==> config.mk <==
export PLATFORM = sky130hd
export DESIGN_NAME = uart_result_serializer
export DESIGN_NICKNAME = d
export VERILOG_FILES = /design/src/rtl/ho_pkg.sv /design/src/rtl/ho_word_fifo.sv /design/src/rtl/uart_result_serializer.sv
export SDC_FILE = /design/constraint.sdc
export NUM_CORES = 1
export LEC_CHECK = 0
export ABC_AREA = 1
export BUFFER_PORTS_ARGS = -buffer_cell sky130_fd_sc_hd__clkbuf_2
export CORE_ASPECT_RATIO = 2
export CORE_MARGIN = 4
export CORE_UTILIZATION = 51
export CTS_CLUSTER_SIZE = 10
export DETAILED_ROUTE_END_ITERATION = 8
export PLACE_DENSITY = 0.71
export SYNTH_ARGS = -nofsm -noshare
export SYNTH_HDL_FRONTEND = slang
export SYNTH_SLANG_ARGS = --single-unit
==> constraint.sdc <==
create_clock -name CLK -period 12 [get_ports CLK]
set_clock_uncertainty 0.1 [all_clocks]
set_input_delay 0 -clock CLK [delete_from_list [all_inputs] [get_ports CLK]]
set_output_delay 0 -clock CLK [all_outputs]
set_load 0.01 [all_outputs]
==> src/rtl/ho_pkg.sv <==
// Shared definitions for the obfuscation wrapper's result path: word geometry
// and the serializer FSM state encoding.
package ho_pkg;

    localparam int HO_WORD_W = 128;
    localparam int HO_BYTES  = 16;

    typedef enum logic [2:0] {
        ST_IDLE  = 3'd0,
        ST_LOAD  = 3'd1,
        ST_START = 3'd2,
        ST_ACK   = 3'd3,
        ST_DRAIN = 3'd4,
        ST_CSUM  = 3'd5
    } ser_state_e;

endpackage

==> src/rtl/ho_word_fifo.sv <==
// DEPTH x W synchronous word FIFO. A push while full is refused even if a pop
// happens in the same cycle (no write-through); 'drop' flags the refused push.
module ho_word_fifo #(
    parameter int DEPTH = 4,
    parameter int W     = 128,
    localparam int AW   = $clog2(DEPTH),
    localparam int LW   = AW + 1
) (
    input  logic          clk,
    input  logic          rst,
    input  logic          push,
    input  logic [W-1:0]  din,
    input  logic          pop,
    output logic [W-1:0]  dout,
    output logic [LW-1:0] level,
    output logic          full,
    output logic          empty,
    output logic          drop
);

    logic [W-1:0]  mem [DEPTH];
    logic [AW-1:0] wr_ptr_q, wr_ptr_d;
    logic [AW-1:0] rd_ptr_q, rd_ptr_d;
    logic [LW-1:0] level_q,  level_d;
    logic          wr_en;
    logic          rd_en;

    assign full  = (level_q == LW'(DEPTH));
    assign empty = (level_q == '0);
    assign level = level_q;
    assign dout  = mem[rd_ptr_q];

    always_comb begin
        wr_en    = push && !full;
        rd_en    = pop && !empty;
        drop     = push && full;
        // DEPTH is a power of two, so pointer overflow is the modulo wrap
        wr_ptr_d = wr_ptr_q + AW'(wr_en);
        rd_ptr_d = rd_ptr_q + AW'(rd_en);
        level_d  = level_q + LW'(wr_en) - LW'(rd_en);
    end

    always_ff @(posedge clk) begin
        if (wr_en) begin
            mem[wr_ptr_q] <= din;
        end
    end

    always_ff @(posedge clk or posedge rst) begin
        if (rst) begin
            wr_ptr_q <= '0;
            rd_ptr_q <= '0;
            level_q  <= '0;
        end else begin
            wr_ptr_q <= wr_ptr_d;
            rd_ptr_q <= rd_ptr_d;
            level_q  <= level_d;
        end
    end

endmodule

==> src/rtl/uart_result_serializer.sv <==
// Buffers result words and sends each one MSB byte first over the
// TxD_start/TxD_busy handshake. Define SERIALIZER_CHKSUM_EN to append an XOR checksum byte.
module uart_result_serializer
    import ho_pkg::*;
#(
    parameter int DEPTH = 4,
    parameter int BYTES = HO_BYTES,
    localparam int W    = 8 * BYTES,
    localparam int LW   = $clog2(DEPTH) + 1
) (
    input  logic          CLK,
    input  logic          RST,
    input  logic [W-1:0]  Din,
    input  logic          Din_vld,
    output logic          Din_rdy,
    input  logic          TxD_busy,
    output logic          TxD_start,
    output logic [7:0]    TxD_data,
    output logic          Busy,
    output logic          Overflow,
    output logic [LW-1:0] Level
);

    localparam int CW = (BYTES > 1) ? $clog2(BYTES) : 1;

    ser_state_e    state_q, state_d;
    logic [W-1:0]  sr_q, sr_d;
    logic [CW-1:0] byte_cnt_q, byte_cnt_d;
    logic          tx_start_q, tx_start_d;
    logic [7:0]    tx_data_q, tx_data_d;
    logic          overflow_q, overflow_d;
`ifdef SERIALIZER_CHKSUM_EN
    logic [7:0]    csum_q, csum_d;
    logic          csum_phase_q, csum_phase_d;
`endif

    logic          fifo_pop;
    logic [W-1:0]  fifo_dout;
    logic          fifo_full;
    logic          fifo_empty;
    logic          fifo_drop;
    logic          last_byte;

    ho_word_fifo #(
        .DEPTH (DEPTH),
        .W     (W)
    ) u_fifo (
        .clk   (CLK),
        .rst   (RST),
        .push  (Din_vld),
        .din   (Din),
        .pop   (fifo_pop),
        .dout  (fifo_dout),
        .level (Level),
        .full  (fifo_full),
        .empty (fifo_empty),
        .drop  (fifo_drop)
    );

    assign Din_rdy   = !fifo_full;
    assign TxD_start = tx_start_q;
    assign TxD_data  = tx_data_q;
    assign Overflow  = overflow_q;
    assign Busy      = (state_q != ST_IDLE) || !fifo_empty;
    assign last_byte = (byte_cnt_q == CW'(BYTES - 1));

    always_comb begin
        state_d      = state_q;
        sr_d         = sr_q;
        byte_cnt_d   = byte_cnt_q;
        tx_start_d   = tx_start_q;
        tx_data_d    = tx_data_q;
        overflow_d   = overflow_q | fifo_drop;
        fifo_pop     = 1'b0;
`ifdef SERIALIZER_CHKSUM_EN
        csum_d       = csum_q;
        csum_phase_d = csum_phase_q;
`endif

        case (state_q)
            ST_IDLE: begin
                if (!fifo_empty) begin
                    state_d = ST_LOAD;
                end
            end

            ST_LOAD: begin
                fifo_pop   = 1'b1;
                sr_d       = fifo_dout;
                byte_cnt_d = '0;
`ifdef SERIALIZER_CHKSUM_EN
                csum_d       = '0;
                csum_phase_d = 1'b0;
`endif
                state_d    = ST_START;
            end

            ST_START: begin
                if (!TxD_busy) begin
                    tx_data_d  = sr_q[W-1 -: 8];
                    tx_start_d = 1'b1;
                    state_d    = ST_ACK;
`ifdef SERIALIZER_CHKSUM_EN
                    if (!csum_phase_q) begin
                        csum_d = csum_q ^ sr_q[W-1 -: 8];
                    end
`endif
                end
            end

            // TxD_data is only ever loaded on the way into ACK, so it stays
            // stable for the whole request no matter how long the stall.
            ST_ACK: begin
                if (TxD_busy) begin
                    tx_start_d = 1'b0;
                    state_d    = ST_DRAIN;
                end
            end

            ST_DRAIN: begin
                if (!TxD_busy) begin
                    sr_d       = sr_q << 8;
                    byte_cnt_d = byte_cnt_q + CW'(1);
`ifdef SERIALIZER_CHKSUM_EN
                    if (csum_phase_q) begin
                        state_d = ST_IDLE;
                    end else if (last_byte) begin
                        state_d = ST_CSUM;
                    end else begin
                        state_d = ST_START;
                    end
`else
                    state_d = last_byte ? ST_IDLE : ST_START;
`endif
                end
            end

`ifdef SERIALIZER_CHKSUM_EN
            // Park the checksum in the top byte and reuse the data handshake.
            ST_CSUM: begin
                sr_d         = {csum_q, {(W-8){1'b0}}};
                csum_phase_d = 1'b1;
                state_d      = ST_START;
            end
`endif

            default: begin
                state_d = ST_IDLE;
            end
        endcase
    end

    always_ff @(posedge CLK or posedge RST) begin
        if (RST) begin
            state_q      <= ST_IDLE;
            sr_q         <= '0;
            byte_cnt_q   <= '0;
            tx_start_q   <= 1'b0;
            tx_data_q    <= '0;
            overflow_q   <= 1'b0;
`ifdef SERIALIZER_CHKSUM_EN
            csum_q       <= '0;
            csum_phase_q <= 1'b0;
`endif
        end else begin
            state_q      <= state_d;
            sr_q         <= sr_d;
            byte_cnt_q   <= byte_cnt_d;
            tx_start_q   <= tx_start_d;
            tx_data_q    <= tx_data_d;
            overflow_q   <= overflow_d;
`ifdef SERIALIZER_CHKSUM_EN
            csum_q       <= csum_d;
            csum_phase_q <= csum_phase_d;
`endif
        end
    end

endmodule

==> impl_metrics.yaml, run 1 <==
status:
  run_status: "finished, final reports clean"
power:
  totalPowerFinal_mw: 7.91
  powerDensity_nw_per_um2: 244
  switching_share_pct: 36.1
  max-vdd-ir-drop_mv: 0.195
  power_switching_mw: 2.85
  power_frac_seq_pct: 43.4
  power.leakage_nw: 14.5
  part_of_the_power_in_the_clock_network_pct: 26.4
  internal_power_mw: 5.05
  power_frac_comb_pct: 30.2
worst_setup_path:
  maximum_fanout_count_along_the_critical_path: 103
  worst_setup_path_end_kind: "flop"
  cp.arrival_ns: 3.63
  r2r_cells: 9
  regToRegStartpoint: "state_q[0]"
  regToRegEndpoint: "sr_q[50]"
  worst_setup_start_kind: "flop"
  criticalPathCategory: "reg2reg"
  cp.required_ns: 12.37
  reg2reg_slack_ns: 8.74
die:
  floorplan.initialDensity_pct: 51.7
  fp.coreArea_um2: 53600
  chipWidth_um: 173
  rows: 120
  fp.dieH_um: 338
  io-pin-count: 147
  die_area_um2: 58300
yosys:
  synth.yosys.seq_area_share_pct: 69.2
  netlist.area_leader.share_pct: 55.5
  synth_area_leaders: "sky130_fd_sc_hd__edfxtp_1, sky130_fd_sc_hd__nand2_1, sky130_fd_sc_hd__dfrtp_1"
  yosys_warnings: 0
  cell_type_with_the_largest_total_area_after_synthesis: "sky130_fd_sc_hd__edfxtp_1"
  yosys.cell_types.count: 24
  ys_seq_elements: 664
  post_synth.cell_area_avg_um2: 9.95
  net_count_of_the_mapped_netlist: 2919
  synthesis.instances: 2783
  cell_area_after_synthesis_um2: 27700
layout:
  drive_above_1_share_pct: 9.07
  final_design_area_no_fill_um2: 32400
  finished_core_util_pct: 60.4
  layout_common_cells: "sky130_fd_sc_hd__nand2_1, sky130_fd_sc_hd__edfxtp_1, sky130_fd_sc_hd__nand3_1"
  area_growth_pct: 16.9
  mostFrequentLayoutCell: "sky130_fd_sc_hd__nand2_1"
  nNetsFinal: 3151
sta:
  tightestPinTransition_ns: 1.25
  report.final.setup_viol: 0
  clock.fmax_mhz: 307
  final_hold_viol_count: 0
  period_needed_ns: 3.26
  min_period_over_period_pct: 27.1
  final_max_slew_viols: 0
  maxSlewHeadroom_pct: 16.8
  final.setup.tns_ns: 0
  rsz0062_at_grt: "no"
cts:
  cts_made_buffers: 76
  clock_tree.buffer_depth: 3
  clkTransAtPathRegs_ns: 0.05
  cts.sink_count: 664
  clock_latency_of_the_later_clocked_register_in_the_worst_skew_pair_ns: 0.60
  ctsHtreeMaxLevel: 3
  post_cts_resized: 0
  cts_root_buf: "sky130_fd_sc_hd__clkbuf_16"
  cts_tree: "done"
placed_design:
  port_buffers: 146
  detailed_place_hpwl_um: 37700
  final_weighted_congestion_in_routability_driven_placement: 0.768
  dpl-instance-area_um2: 28900
route:
  antenna_violating_nets_remaining: 0
  firstDrtPassIters: 5
  average_wire_length_per_cell_after_detail_routing_um: 18.0
  detail_route.iter0.violations: 1477
  highest-signal-layer: "met4"
  detailroute.wirelength.met2_um: 36700
  dr_wl_met3_um: 3370
  route.final.wire_length_um: 67300
  routed-via-count: 19700
  met1Wirelength_um: 24500
  post_drt_via_cell_ratio: 5.24
  drc_errors: 0
hold_path:
  hold-path-cell-count: 2
  hold_start: "Din[6]"
  hold_endpoint: "u_fifo.mem[1][6]"
  min_path_type: "in2reg"
run:
  max_cap_check_violation_count: 0
global_routing:
  antenna_found_initial: 5
  grt_total_usage_pct: 23.1
  maximum_number_of_pins_on_one_net_before_global_route_repair: 200
  number_of_global_route_vias_before_repair: 20400
  gr-total-overflow: 0
  global_route_wire_length_before_repair_um: 107000
-- Yosys cell counts --
library cell	number
sky130_fd_sc_hd__nor2_2	1
sky130_fd_sc_hd__dfrtp_1	152
sky130_fd_sc_hd__nand2_2	2
sky130_fd_sc_hd__nand4_1	2
sky130_fd_sc_hd__clkbuf_1	53
sky130_fd_sc_hd__xnor2_1	2
sky130_fd_sc_hd__ha_1	3
sky130_fd_sc_hd__edfxtp_1	512
sky130_fd_sc_hd__a21oi_1	2
sky130_fd_sc_hd__nand3_1	272
sky130_fd_sc_hd__buf_1	19
sky130_fd_sc_hd__o21ai_0	10
sky130_fd_sc_hd__clkinv_1	2
sky130_fd_sc_hd__o21ai_1	8
sky130_fd_sc_hd__inv_1	243
sky130_fd_sc_hd__nor2_1	14
sky130_fd_sc_hd__xor2_1	2
sky130_fd_sc_hd__inv_2	24
sky130_fd_sc_hd__nor3_1	4
sky130_fd_sc_hd__a31o_2	1
sky130_fd_sc_hd__nand2_1	1387
sky130_fd_sc_hd__fa_1	1
sky130_fd_sc_hd__buf_4	13
sky130_fd_sc_hd__buf_2	54
-- flip-flops by register name, summed over array words and instances, names as in the netlist, 2 cells and up --
register / count
u_fifo.level: 3
TxD_data: 8
state_q: 3
sr_q: 128
u_fifo.mem: 512
u_fifo.rd_ptr_q: 2
u_fifo.wr_ptr_q: 2
byte_cnt_q: 4
-- layout make-up --
| cell class | instances | area, µm² |
|---|---|---|
| inverter | 269 | 1030 |
| antenna | 4 | 10.0 |
| tap | 671 | 840 |
| fill | 4355 | 21200 |
| clock inverter | 2 | 15.0 |
| timing repair buffer | 293 | 2210 |
| multi-input combinational | 1711 | 6900 |
| clock buffer | 136 | 2190 |
| sequential | 664 | 19200 |
-- worst max-delay path: stages (launching register included) --
cell and delay [ns]:
sky130_fd_sc_hd__dfrtp_1 0.47, sky130_fd_sc_hd__nor2_2 0.23, sky130_fd_sc_hd__nand2_4 0.38, sky130_fd_sc_hd__inv_4 0.36, sky130_fd_sc_hd__buf_4 0.92, sky130_fd_sc_hd__nand2_1 0.19
sky130_fd_sc_hd__nand2_1 0.16, sky130_fd_sc_hd__inv_2 0.07, sky130_fd_sc_hd__nand2_1 0.06, sky130_fd_sc_hd__nand2_1 0.05
-- power groups by stage --
stage / clock [mW] / combinational (mW) / sequential, mW
after global placement: 0 / 2.31 / 3.44
after CTS: 2.13 / 2.43 / 3.43
final: 2.09 / 2.39 / 3.43
after global routing: 2.22 / 2.73 / 3.48
after detailed placement: 0 / 2.37 / 3.47
after floorplan: 0 / 1.76 / 3.43
-- layer usage --
layer / GRT usage, % / up-vias
met4: 10.9 / 0
li1: - / 9336
met5: 0 / -
met3: 3.14 / 156
met1: 25.2 / 9517
met2: 44.1 / 642
-- what timing repair did --
item	in CTS	in global routing
buffers inserted	0	0
hold buffers	132	0
endpoints found under the hold margin	573	0
-- kinds of logic (layout without fill, tap and decap cells) --
family                     count (synthesis)  in the layout  share of synthesized area, %
AOI/OAI and AO/OA                         21             21                         0.393
xor gates and xnor gates                   4              4                         0.127
adders and majority gates                  4              4                         0.208
buffers and inverters                    408            700                          5.95
DFF                                      664            664                          69.2
other                                      0              4                             0
and+or+nand+nor                         1682           1682                          24.1
-- through the flow --
stage,hold slack (ns),instances,worst slack (ns)
final,0.0621,3750,8.74
after global routing,0.0724,3750,8.52
after CTS,0.0316,3746,8.75
after global placement,-0.0247,3476,8.79
after detailed placement,-0.0101,3476,8.77
after floorplan,-0.00113,2783,1.68
-- worst max path at each step --
| stage | startpoint | endpoint | slack [ns] | depth (start not counted) |
|---|---|---|---|---|
| 2_1_floorplan | u_fifo.level[1] | u_fifo.mem[0][0] | 1.68 | 4 |
| 3_3_place_gp | u_fifo.rd_ptr_q[1] | sr_q[104] | 8.79 | 7 |
| 3_5_place_dp | state_q[0] | sr_q[50] | 8.77 | 9 |
| 4_1_cts | u_fifo.rd_ptr_q[1] | sr_q[91] | 8.75 | 7 |
| 5_1_grt | u_fifo.rd_ptr_q[0] | sr_q[97] | 8.52 | 8 |
| 6_report | state_q[0] | sr_q[50] | 8.74 | 9 |
No activity file was read; power rests on OpenSTA's default activity.
==> inputs of run 2 (changes only) <==
==> constraint.sdc (replaced) <==
create_clock -name CLK -period 3 [get_ports CLK]
set_clock_uncertainty 0.1 [all_clocks]
set_input_delay 0 -clock CLK [delete_from_list [all_inputs] [get_ports CLK]]
set_output_delay 0 -clock CLK [all_outputs]
set_load 0.01 [all_outputs]
==> impl_metrics.yaml, run 2 (same netlist as run 1, synthesis figures left out) <==
die:
  die_area_um2: 58300
  floorplan.initialDensity_pct: 51.7
  io-pin-count: 147
  fp.coreArea_um2: 53600
  chipWidth_um: 173
  fp.dieH_um: 338
  rows: 120
route:
  antenna_violating_nets_remaining: 0
  firstDrtPassIters: 5
  detail_route.iter0.violations: 1359
  post_drt_via_cell_ratio: 5.19
  routed-via-count: 19600
  route.final.wire_length_um: 66900
  drc_errors: 0
  average_wire_length_per_cell_after_detail_routing_um: 17.7
worst_setup_path:
  cp.arrival_ns: 2.81
  path_common_cell: "sky130_fd_sc_hd__inv_1"
  critPathSlowestCell: "sky130_fd_sc_hd__fa_1"
  critical_path.max_stage_delay_ns: 0.53
  criticalPathCategory: "reg2reg"
  cp.required_ns: 3.38
  worst_setup_start_kind: "flop"
  cp_cell_sequence: "inv_2 -> nand3_1 -> clkinv_1 -> nand2_1 -> nor2_1 -> inv_1 -> nand2_1 -> ha_1 -> inv_1 -> fa_1 -> inv_1"
  maximum_fanout_count_along_the_critical_path: 5
  worst_setup_path_end_kind: "flop"
power:
  power_switching_mw: 11.6
  part_of_the_power_in_the_clock_network_pct: 25.9
  power_frac_seq_pct: 42.1
  internal_power_mw: 20.5
  powerDensity_nw_per_um2: 976
  power.leakage_nw: 14.8
  power_frac_comb_pct: 32.0
  max-vdd-ir-drop_mv: 0.539
  switching_share_pct: 36.2
cts:
  cts_tree: "done"
  clock_tree.buffer_depth: 3
  clkTransAtPathRegs_ns: 0.06
  post_cts_resized: 0
  postCtsHoldBufs: 131
  postCtsSetupRepairBufs: 0
  clock_latency_of_the_later_clocked_register_in_the_worst_skew_pair_ns: 0.59
  cts.sink_count: 664
  cts_root_buf: "sky130_fd_sc_hd__clkbuf_16"
  cts_made_buffers: 76
  ctsHtreeMaxLevel: 3
layout:
  registers.top_by_ff_count: "u_fifo.mem"
  area.sequential_um2: 19200
  drive_above_1_share_pct: 10.1
  largest_register_ff_count: 512
  area_growth_pct: 18.8
  mostFrequentLayoutCell: "sky130_fd_sc_hd__nand2_1"
  nNetsFinal: 3177
  layout_common_cells: "sky130_fd_sc_hd__nand2_1, sky130_fd_sc_hd__edfxtp_1, sky130_fd_sc_hd__nand3_1"
  multi_input_area_um2: 6970
  fillCellCount: 4299
  final_design_area_no_fill_um2: 32900
run:
  max_cap_check_violation_count: 0
global_routing:
  grt_total_usage_pct: 22.9
  antenna_found_initial: 6
  global_route_wire_length_before_repair_um: 106000
  number_of_global_route_vias_before_repair: 19900
  gr-total-overflow: 0
  maximum_number_of_pins_on_one_net_before_global_route_repair: 131
sta:
  clock.fmax_mhz: 411
  maxSlewHeadroom_pct: 38.1
  rsz0062_at_grt: "no"
  min_period_over_period_pct: 81.0
  report.final.setup_viol: 0
  final_max_slew_viols: 0
  tightestPinTransition_ns: 0.925
  final_hold_viol_count: 0
  period_needed_ns: 2.43
  final.setup.tns_ns: 0
placed_design:
  port_buffers: 146
  dpl-instance-area_um2: 29400
  final_weighted_congestion_in_routability_driven_placement: 0.819
  detailed_place_hpwl_um: 40400
status:
  run_status: "finished, final reports clean"
hold_path:
  min_path_type: "in2async"
==> run 2: layer usage <==
layer	track usage, %	up-vias	part of all wire [%]
li1	-	9394	-
met1	25.6	9453	37
met2	43.3	580	54
met3	3.00	158	4.4
met4	10.4	0	4.1
met5	0	-	0
==> run 2: through the flow <==
| step | hold slack [ns] | instances | util (%) | power, mW | worst slack [ns] |
|---|---|---|---|---|---|
| 2_1_floorplan | -0.00113 | 2783 | - | 20.5 | -1.28 |
| 3_3_place_gp | 0.109 | 3503 | 54.8 | 23.4 | 0.683 |
| 3_5_place_dp | 0.115 | 3503 | 54.8 | 23.9 | 0.619 |
| 4_1_cts | 0.0271 | 3769 | 61.4 | 32.4 | 0.579 |
| 5_1_grt | 0.0612 | 3774 | 61.4 | 34.2 | 0.510 |
| 6_report | 0.0263 | 3775 | 61.4 | 32.1 | 0.569 |
==> run 2: cell type report <==
cell class | count | area share, %
sequential | 664 | 58.3
clock buffer | 133 | 6.62
inverter | 269 | 3.13
multi-input combinational | 1711 | 21.2
timing repair buffer | 319 | 8.11
antenna | 6 | 0.0456
clock inverter | 2 | 0.0456
tap | 671 | 2.55
==> run 2: critical path, delay by kind of cell (launching register included) <==
kind,cells,cell delay (ns)
simple gates,4,0.66
fa+ha+maj,2,0.66
buf+inv,5,0.44
flops,1,0.46
==> run 2: final timing paths <==
path                       cells past startpoint  slack [ns]                 to        from
max                                           11        0.57    u_fifo.level[1]  state_q[2]
min                                            3        0.03          sr_q[126]         RST
max reg2reg                                   11        0.57    u_fifo.level[1]  state_q[2]
min reg2reg                                    2        0.38           sr_q[65]    sr_q[65]
max in group asynchronous                      4        1.95           sr_q[34]         RST
min in group CLK                               2        0.06  u_fifo.mem[3][20]     Din[20]
==> run 2: power by group through the flow <==
stage | Clock (mW) | Combinational (mW) | Sequential, mW
global placement | 0 | 9.88 | 13.6
detailed placement | 0 | 10.2 | 13.7
global route | 8.85 | 11.7 | 13.7
CTS | 8.45 | 10.4 | 13.5
finish | 8.33 | 10.3 | 13.5
floorplan | 0 | 7.11 | 13.4
